==> src/rtl/traffic_pkg.sv <==
// Shared lamp codes, approach directions and phase encodings for the intersection controller.
package traffic_pkg;

  localparam logic [2:0] LAMP_RED    = 3'b100;
  localparam logic [2:0] LAMP_YELLOW = 3'b010;
  localparam logic [2:0] LAMP_GREEN  = 3'b001;

  typedef enum logic [1:0] {
    DIR_N = 2'd0,
    DIR_E = 2'd1,
    DIR_S = 2'd2,
    DIR_W = 2'd3
  } dir_e;

  typedef enum logic [1:0] {
    PH_ALL_RED = 2'd0,
    PH_GREEN   = 2'd1,
    PH_YELLOW  = 2'd2
  } phase_e;

endpackage

==> src/rtl/rr_pick.sv <==
// Combinational round-robin picker: first requesting approach after last_dir, wrapping, last_dir itself last.
module rr_pick
  import traffic_pkg::*;
(
  input  logic [3:0] req,
  input  dir_e       last_dir,
  output logic       pick_valid,
  output dir_e       pick_dir
);

  logic [1:0] idx;

  // Scan farthest-first so the nearest requester after last_dir is the final assignment.
  always_comb begin
    pick_valid = 1'b0;
    pick_dir   = last_dir;
    idx        = 2'd0;
    for (int i = 4; i >= 1; i--) begin
      idx = 2'(int'(last_dir) + i);
      if (req[idx]) begin
        pick_valid = 1'b1;
        pick_dir   = dir_e'(idx);
      end
    end
  end

endmodule

==> src/rtl/traffic_phase_arbiter.sv <==
// Four-approach phase scheduler: round-robin grants, min/max green, yellow and all-red clearance, emergency preempt.
module traffic_phase_arbiter
  import traffic_pkg::*;
#(
  parameter int MIN_GREEN   = 8,
  parameter int MAX_GREEN   = 32,
  parameter int YELLOW_CYC  = 4,
  parameter int ALL_RED_CYC = 2
) (
  input  logic       clk,
  input  logic       rst,
  input  logic [3:0] req,
  input  logic       emg_valid,
  input  logic [1:0] emg_dir,
  output logic [2:0] north,
  output logic [2:0] east,
  output logic [2:0] south,
  output logic [2:0] west,
  output logic [1:0] grant_dir,
  output logic       grant_valid,
  output logic       phase_start
);

  localparam int CNT_TOP = (MAX_GREEN > YELLOW_CYC)
                           ? ((MAX_GREEN > ALL_RED_CYC) ? MAX_GREEN : ALL_RED_CYC)
                           : ((YELLOW_CYC > ALL_RED_CYC) ? YELLOW_CYC : ALL_RED_CYC);
  localparam int CW = $clog2(CNT_TOP + 1);

  localparam logic [CW-1:0] MIN_LAST = CW'(MIN_GREEN - 1);
  localparam logic [CW-1:0] MAX_LAST = CW'(MAX_GREEN - 1);
  localparam logic [CW-1:0] MAX_SAT  = CW'(MAX_GREEN);
  localparam logic [CW-1:0] Y_LAST   = CW'(YELLOW_CYC - 1);
  localparam logic [CW-1:0] AR_LAST  = CW'(ALL_RED_CYC - 1);

  phase_e        state, state_nx;
  logic [CW-1:0] cnt, cnt_nx;
  dir_e          last_dir, last_nx;

  logic pick_valid;
  dir_e pick_dir;
  logic own_req;
  logic other_req;
  logic gap_out;
  logic max_out;
  logic preempt;

  rr_pick u_rr_pick (
    .req        (req),
    .last_dir   (last_dir),
    .pick_valid (pick_valid),
    .pick_dir   (pick_dir)
  );

  // cnt counts completed cycles of the current phase, so cnt==0 marks its first cycle.
  always_comb begin
    own_req   = req[last_dir];
    other_req = |(req & ~(4'b0001 << last_dir));
    gap_out   = other_req && (cnt >= MIN_LAST) && !own_req;
    max_out   = other_req && (cnt >= MAX_LAST);
    preempt   = emg_valid && (emg_dir != last_dir);
  end

  always_comb begin
    state_nx = state;
    cnt_nx   = cnt;
    last_nx  = last_dir;
    case (state)
      PH_ALL_RED: begin
        if (cnt >= AR_LAST) begin
          if (emg_valid) begin
            state_nx = PH_GREEN;
            last_nx  = dir_e'(emg_dir);
            cnt_nx   = '0;
          end else if (pick_valid) begin
            state_nx = PH_GREEN;
            last_nx  = pick_dir;
            cnt_nx   = '0;
          end
        end else begin
          cnt_nx = cnt + 1'b1;
        end
      end
      PH_GREEN: begin
        cnt_nx = (cnt == MAX_SAT) ? cnt : cnt + 1'b1;
        if (emg_valid) begin
          if (preempt) begin
            state_nx = PH_YELLOW;
            cnt_nx   = '0;
          end
        end else if (gap_out || max_out) begin
          state_nx = PH_YELLOW;
          cnt_nx   = '0;
        end
      end
      PH_YELLOW: begin
        if (cnt >= Y_LAST) begin
          state_nx = PH_ALL_RED;
          cnt_nx   = '0;
        end else begin
          cnt_nx = cnt + 1'b1;
        end
      end
      default: begin
        state_nx = PH_ALL_RED;
        cnt_nx   = '0;
      end
    endcase
  end

  always_ff @(posedge clk) begin
    if (rst) begin
      state    <= PH_ALL_RED;
      cnt      <= '0;
      last_dir <= DIR_W;
    end else begin
      state    <= state_nx;
      cnt      <= cnt_nx;
      last_dir <= last_nx;
    end
  end

  logic [2:0] active_lamp;

  always_comb begin
    grant_valid = (state == PH_GREEN) || (state == PH_YELLOW);
    grant_dir   = grant_valid ? last_dir : 2'd0;
    phase_start = (state == PH_GREEN) && (cnt == '0);
    active_lamp = (state == PH_GREEN) ? LAMP_GREEN : LAMP_YELLOW;
    north = (grant_valid && last_dir == DIR_N) ? active_lamp : LAMP_RED;
    east  = (grant_valid && last_dir == DIR_E) ? active_lamp : LAMP_RED;
    south = (grant_valid && last_dir == DIR_S) ? active_lamp : LAMP_RED;
    west  = (grant_valid && last_dir == DIR_W) ? active_lamp : LAMP_RED;
  end

endmodule

==> config.mk <==
export PLATFORM = sky130hd
export DESIGN_NAME = traffic_phase_arbiter
export DESIGN_NICKNAME = d
export VERILOG_FILES = /design/src/rtl/traffic_pkg.sv /design/src/rtl/rr_pick.sv /design/src/rtl/traffic_phase_arbiter.sv
export SDC_FILE = /design/constraint.sdc
export NUM_CORES = 1
export LEC_CHECK = 0
export CORE_ASPECT_RATIO = 1.25
export CORE_MARGIN = 4
export CORE_UTILIZATION = 33
export DETAILED_ROUTE_END_ITERATION = 8
export MAX_ROUTING_LAYER = met4
export PLACE_DENSITY_LB_ADDON = 0.3
export SLEW_MARGIN = 20
export SYNTH_ARGS = -nofsm -noshare
export SYNTH_HDL_FRONTEND = slang
export SYNTH_HIERARCHICAL = 1
export SYNTH_SLANG_ARGS = --single-unit
export TNS_END_PERCENT = 30
==> constraint.sdc <==
create_clock -name clk -period 2.16 [get_ports clk]
set_input_delay 0.432 -clock clk [delete_from_list [all_inputs] [get_ports clk]]
set_output_delay 0.432 -clock clk [all_outputs]
set_load 0.01 [all_outputs]
# After elaboration in Yosys (flattened, before gate mapping)

Cells that the tools add are included.

Output and inout port bits: 16
Input port bits: 9
Word-level logic and storage cells: 96
Register bits: 10

Shift operators: 1
Reduce and logical (&&, ||, !) cells: 20
Multiplexer cells: 43
Bitwise logic cells: 2
Add/sub/neg operators: 5
Order comparisons: 9
Equal/unequal tests: 13

Operators with widths:

| cell                                                                                | number |
|---|---|
| 6-bit two-way mux                                                                   | 8 |
| 2-bit two-way mux                                                                   | 15 |
| 6-bit one-hot mux with 3 select lines                                               | 1 |
| 2-bit by 3-bit less-than comparator with 1-bit output, second input constant        | 5 |
| 3-bit two-way mux                                                                   | 4 |
| 1-bit binary-select mux with 2-bit select                                           | 5 |
| 1-bit logical AND                                                                   | 9 |
| 1-bit two-way mux                                                                   | 9 |
| 3-bit inequality test, second input constant                                        | 3 |
| 6-bit by 1-bit adder with 6-bit output, second input constant                       | 1 |
| 2-bit equality test, second input constant                                          | 3 |
| 6-bit equality test, second input constant                                          | 1 |
| 6-bit by 1-bit greater-or-equal comparator with 1-bit output, second input constant | 1 |
| 6-bit by 2-bit greater-or-equal comparator with 1-bit output, second input constant | 1 |
| 6-bit by 3-bit greater-or-equal comparator with 1-bit output, second input constant | 1 |
| 6-bit by 5-bit greater-or-equal comparator with 1-bit output, second input constant | 1 |
| 6-bit zero test                                                                     | 1 |
| 2-bit one-hot mux with 3 select lines                                               | 1 |
| 5-bit AND reduction                                                                 | 1 |
| 5-bit nonzero test                                                                  | 1 |
| 2-bit by 1-bit adder with 2-bit output, second input constant                       | 2 |
| 2-bit adder, second input constant                                                  | 2 |
| 4-bit AND                                                                           | 1 |
| 2-bit by 1-bit equality test with 1-bit output, second input constant               | 2 |
| other kinds (11)                                                                    | 14 |

# Longest topological paths before layout

Depth after elaboration: 11
Depth in mapped cells: 8
Depth with buffers taken out: 8

# Cells and area by module

The synthesis kept the hierarchy.

Modules (own cells, without submodules):

| module                | times used | seq. area each (um2) | cells each | area each (um2) |
|---|---|---|---|---|
| traffic_phase_arbiter | 1          | 200.2                | 114        | 927.1 |
| rr_pick               | 1          | 0.0                  | 14         | 82.6 |

# Least setup slack after synthesis

Ideal clock, no wire load.

Path type: register to register
Start: register last_dir[1]
End: register state[0]
Setup time: 0.119 ns
Data required time: 2.041 ns
Buffers on the path: 1
Stages on the path, launching flop included: 7
Period minus slack after synthesis: 2.101 ns
Arrival time: 1.982 ns
Path slack: 0.059 ns
Cell sequence: dfxtp_1 clkbuf_1 mux4_2 o221a_2 o311ai_4 nand2_1 o221a_2

Cells in the longest elaborated chain, start to end: 9
Elaborated cells between the ends (all ways): 33
Classes of those cells: 4 x add/sub; 4 x eq/ne; 1 x shift; 14 x mux; 2 x bitwise; 8 x reduce/logical

Ends and longest elaborated chain:

| what                                                                                                         | line                                       | text |
|---|---|---|
| start: declaration                                                                                           | traffic_phase_arbiter.sv:37                | `dir_e last_dir, last_nx;` |
| start signal: assignment                                                                                     | traffic_phase_arbiter.sv:118               | `last_dir <= last_nx;` |
| 2-bit by 1-bit adder with 2-bit output / 1-bit by 2-bit << shifter with 4-bit output (equally long branches) | rr_pick.sv:19, traffic_phase_arbiter.sv:57 |  |
| 1-bit binary-select mux with 2-bit select / 4-bit inverter (equally long branches)                           | rr_pick.sv:20, traffic_phase_arbiter.sv:57 |  |
| 1-bit two-way mux (not written as such) / 4-bit AND (equally long branches)                                  | rr_pick.sv:20, traffic_phase_arbiter.sv:57 |  |
| 1-bit two-way mux / 4-bit OR reduction (equally long branches)                                               | rr_pick.sv:20, traffic_phase_arbiter.sv:57 |  |
| 1-bit two-way mux / 1-bit logical AND (equally long branches) (2 in a row)                                   | rr_pick.sv:20, traffic_phase_arbiter.sv:58 |  |
| 1-bit two-way mux / 1-bit logical OR (equally long branches)                                                 | rr_pick.sv:20, traffic_phase_arbiter.sv:90 |  |
| 3-bit inequality test (no source line)                                                                       | --                                         |  |
| 5-bit AND reduction (no source line) (*)                                                                     | --                                         |  |
| end signal: assignment                                                                                       | traffic_phase_arbiter.sv:116               | `state <= state_nx;` |
| end: declaration                                                                                             | traffic_phase_arbiter.sv:35                | `phase_e state, state_nx;` |

Every way passes the cells marked *; elsewhere a longest branch is shown, timed or not. The select of a mux whose other input is x is not followed.
A chain may end at the register's enable or synchronous reset.

# Worst setup path after layout

Start: register cnt[1]
End: register cnt[3]

Cells in the longest elaborated chain, start to end: 7
Elaborated cells between the ends (all ways): 18
Classes of those cells: 1 x add/sub; 4 x order compare; 2 x eq/ne; 7 x mux; 4 x reduce/logical

Ends and longest elaborated chain:

| what                                                         | line                         | text |
|---|---|---|
| start: declaration                                           | traffic_phase_arbiter.sv:36  | `logic [CW-1:0] cnt, cnt_nx;` |
| start signal: assignment                                     | traffic_phase_arbiter.sv:117 | `cnt <= cnt_nx;` |
| 6-bit by 3-bit greater-or-equal comparator with 1-bit output | traffic_phase_arbiter.sv:58  | `gap_out = other_req && (cnt >= MIN_LAST) && !own_req;` |
| 1-bit logical AND (2 in a row)                               | traffic_phase_arbiter.sv:58  |  |
| 1-bit logical OR                                             | traffic_phase_arbiter.sv:90  | `end else if (gap_out \|\| max_out) begin` |
| 6-bit two-way mux                                            | traffic_phase_arbiter.sv:90  |  |
| 6-bit two-way mux                                            | traffic_phase_arbiter.sv:85  | `if (emg_valid) begin` |
| 6-bit one-hot mux with 3 select lines                        | traffic_phase_arbiter.sv:67  | `case (state)` |

Several ways; a longest one is shown, not always the timed one.

==> metrics.md <==
| Metric | Value |
|---|---|
| Remaining DRCs | `0` |
| Grt peak-use layer | `met2` |
| VDD IR max | `579 uV` |
| DR WL/cell | `13.9 um` |
| Final instance area | `1720 sq um` |
| RePlAce Congestion | `0.855` |
| Max_slew headroom | `68.3%` |
| Post-route worst setup slack | `-143 ps` |
| Die X-Extent | `57.5 um` |
| Io pins | `25` |
| Layout net count | `207` |
| Power share of the sequential group | `15.7%` |
| Leakage power | `0.773 nW` |
| Final setup fails | `6` |
| Core footprint | `2950 sq um` |
| First-pass GRT wire length | `4970 um` |
| Pin count of the biggest net entering global routing | `9` |
| EDFF count, synth | `0` |
| Hold Crit Endpoint | `cnt[0]$_SDFFE_PP0P_` |
| Max-cap violation count | `0` |
| CTS tree | `yes` |
| Reg-to-Reg Start | `cnt[1]$_SDFFE_PP0P_` |
| Clock Skews | `6.25 ps` |
| Syn Area/Cell | `7.89 sq um` |
| Ordered cell list for the critical path | `inv_2 > ha_4 > or3b_4 > or4_4 > nand3_4 > buf_6 > buf_6 > buf_6 > nand3_4 > o31ai_4` |
| CTS sink cnt | `10` |
| Met2 GRT Util | `27.3%` |
| Worst min path class | `flop to flop` |
| CTS max path bufs | `2` |
| H-tree depth | `1` |
| Met3 usage | `1.30%` |
| Reg2Reg Depth | `10` |
| Synth area leaders | `dfxtp_1 (20%), ha_1 (8.7%), nor2_1 (6.7%)` |
| CP Class | `flop to flop` |
| Top cell family by delay on the critical path | `simple AND/OR/NAND/NOR gates` |
| Met1 GRT Util | `18.3%` |
| Yosys cell types | `47` |
| Post-layout util | `58.4%` |
| Cell with the most instances after synthesis | `nor2_1` |
| Async set-reset flop share out of synthesis | `0%` |
| Die ar. | `4010 sq um` |
| Final WL | `3150 um` |
| Leading area contributor after synthesis | `dfxtp_1` |
| Worst setup EP type | `flop` |
| Unrepaired setup endpoints after global routing | `yes` |
| Syn Inst Count | `128` |
| Total negative slack | `-378 ps` |
| Post-DP HPWL | `2470 um` |
| Initial antenna violation count | `0` |
| All-layer global routing usage | `15.6%` |
| Die Y | `69.8 um` |
| Root Driver | `clkbuf_4` |
| Seq/Total Area, Yosys | `19.8%` |
| Most Frequent Cell on Critical Path | `buf_6` |
| Bufs and invs on worst path | `4` |
| Clk pwr share | `10.0%` |
| Post-Synthesis Cell Area | `1010 sq um` |
| P_int | `1.03 mW` |
| Gate power share | `74.3%` |
| Reg2reg end | `cnt[3]$_SDFFE_PP0P_` |
| Hold-critical path depth | `2` |
| Share of layout cells above drive strength 1 | `42.6%` |
| Fmax | `434 MHz` |
| Grt total ovfl | `0` |
| ANT nets after route | `0` |
| Worst path arrival time | `2500 ps` |
| Fill cells | `264` |
| Failing checks | `negative setup slack` |
| CTS Buf Count | `3` |
| Vias in the first global route | `1102` |
| Power density over cell area | `1030 nW/um^2` |
| Post-synth top cells | `nor2_1 (18), inv_1 (14), dfxtp_1 (10)` |
| CP Max Fanout | `5` |
| Period utilisation layout | `107%` |
| Switch Pwr | `0.742 mW` |
| Slew Viols, Final | `0` |
| First-pass DRT Iterations | `4` |
| Worst-skew pair later-pin latency | `280 ps` |
| Main synth FF type | `dfxtp_1` |
| Initial core utilization | `34.3%` |
| PortBufs | `24` |
| Area after DPL | `1540 sq um` |
| Initial detailed-routing violation count | `33` |
| CP startpoint | `cnt[1]$_SDFFE_PP0P_` |
| Syn. warnings | `6` |
| Via/cell ratio | `5.19` |
| Worst-path clk slew | `60 ps` |
| Syn Nets | `144` |
| DR vias | `1172` |
| Status | `finished with violations` |
| Synth Register Bits | `10` |
| Worst R2R Setup Slack | `-140 ps` |
| Hold_ws | `571 ps` |
| Cts hold-fix bufs | `0` |
| Hold path start | `cnt[0]$_SDFFE_PP0P_` |
| Worst-Margin Slew | `468 ps` |
| Switching part of the total | `42.0%` |
| N_diodes | `0` |
| Post-synth top area share | `19.8%` |
| Startpoint types | `flop` |
| Cell row count | `22` |
| CP peak stage delay | `560 ps` |
| Layout overhead on the synthesized area | `70.3%` |
| Slowest cell on crit path | `or4_4` |
| Critical Path RT | `2360 ps` |
| Final hold violation count | `0` |
| Clock period minus worst slack | `2300 ps` |
-- stage by stage --
stage / cells / power [mW] / setup slack, ps
global placement: 219 / 1.44 / -368
floorplan: 128 / 0.902 / 59.1
CTS: 223 / 1.65 / -143
finish: 226 / 1.77 / -143
detailed placement: 219 / 1.46 / -382
global route: 226 / 1.91 / -219
-- state kept, by name (all words and copies together) (netlist names) --
signal	flops
cnt	6
state	2
last_dir	2
-- routing by layer --
layer	vias to the layer above	wire [um]
met5	-	0
li1	595	-
met4	0	63
met1	551	1290
met3	6	66
met2	20	1730
-- placed cells by master (no fill, tap or decap), drive strengths merged, types with 3 or more instances in the layout --
cell type | synthesis | final
nand2 | 10 | 10
and3 | 3 | 3
inv | 14 | 14
o311ai | 3 | 3
ha | 7 | 7
nor2 | 18 | 18
nor3 | 3 | 3
o22ai | 3 | 3
buf | 0 | 40
a21oi | 3 | 3
nand3 | 6 | 6
dfxtp | 10 | 10
clkbuf | 4 | 8
mux2i | 5 | 5
o21ai | 5 | 5
dlygate4sd2 | 0 | 7
clkdlybuf4s50 | 0 | 9
-- timing repair --
| action | 4_1_cts | 5_1_grt |
|---|---|---|
| endpoints found under the setup margin | 22 | 15 |
| pin swaps | 2 | 9 |
| endpoints found under the hold margin | 0 | 0 |
| buffers inserted | 0 | 3 |
| resized for setup | 27 | 34 |
-- logic make-up after synthesis --
group | Yosys count | share of synthesized area [%]
flops | 10 | 19.8
xor+xnor | 2 | 1.74
mux | 7 | 8.30
simple gates | 54 | 29.9
buf+inv | 18 | 6.69
fa+ha+maj | 7 | 8.67
compound gates | 30 | 24.9
-- worst register-to-register path: cells and delay by family, from the launching register on --
family | cells | cell delay [ps]
and+or+nand+nor | 4 | 1140
buffers and inverters | 4 | 380
DFF | 1 | 340
adders and majority gates | 1 | 130
AOI/OAI and AO/OA | 1 | 250
-- final cells by class --
type	instances	area (sq um)	share of cell area, %
Multi-Input combinational cell	100	868	50.5
Timing Repair Buffer	62	509	29.6
Sequential cell	10	208	12.1
Inverter	14	52.6	3.06
Tap cell	36	45.0	2.62
Clock buffer	4	36.3	2.11
-- how the worst max path moves through the flow --
stage | endpoint | depth (start not counted)
after CTS | cnt[3]$_SDFFE_PP0P_ | 9
after detailed placement | cnt[5]$_SDFFE_PP0P_ | 8
after global routing | cnt[2]$_SDFFE_PP0P_ | 9
final | cnt[3]$_SDFFE_PP0P_ | 10
after floorplan | state[0]$_SDFFE_PP0P_ | 6
after global placement | cnt[5]$_SDFFE_PP0P_ | 8
-- power by group through the flow --
stage | Sequential (mW) | Clock (mW) | Combinational, mW
global placement | 0.269 | 0 | 1.17
finish | 0.278 | 0.176 | 1.31
floorplan | 0.269 | 0 | 0.633
detailed placement | 0.270 | 0 | 1.20
global route | 0.284 | 0.185 | 1.44
CTS | 0.270 | 0.178 | 1.20
Power figures use the tool's default switching activity.
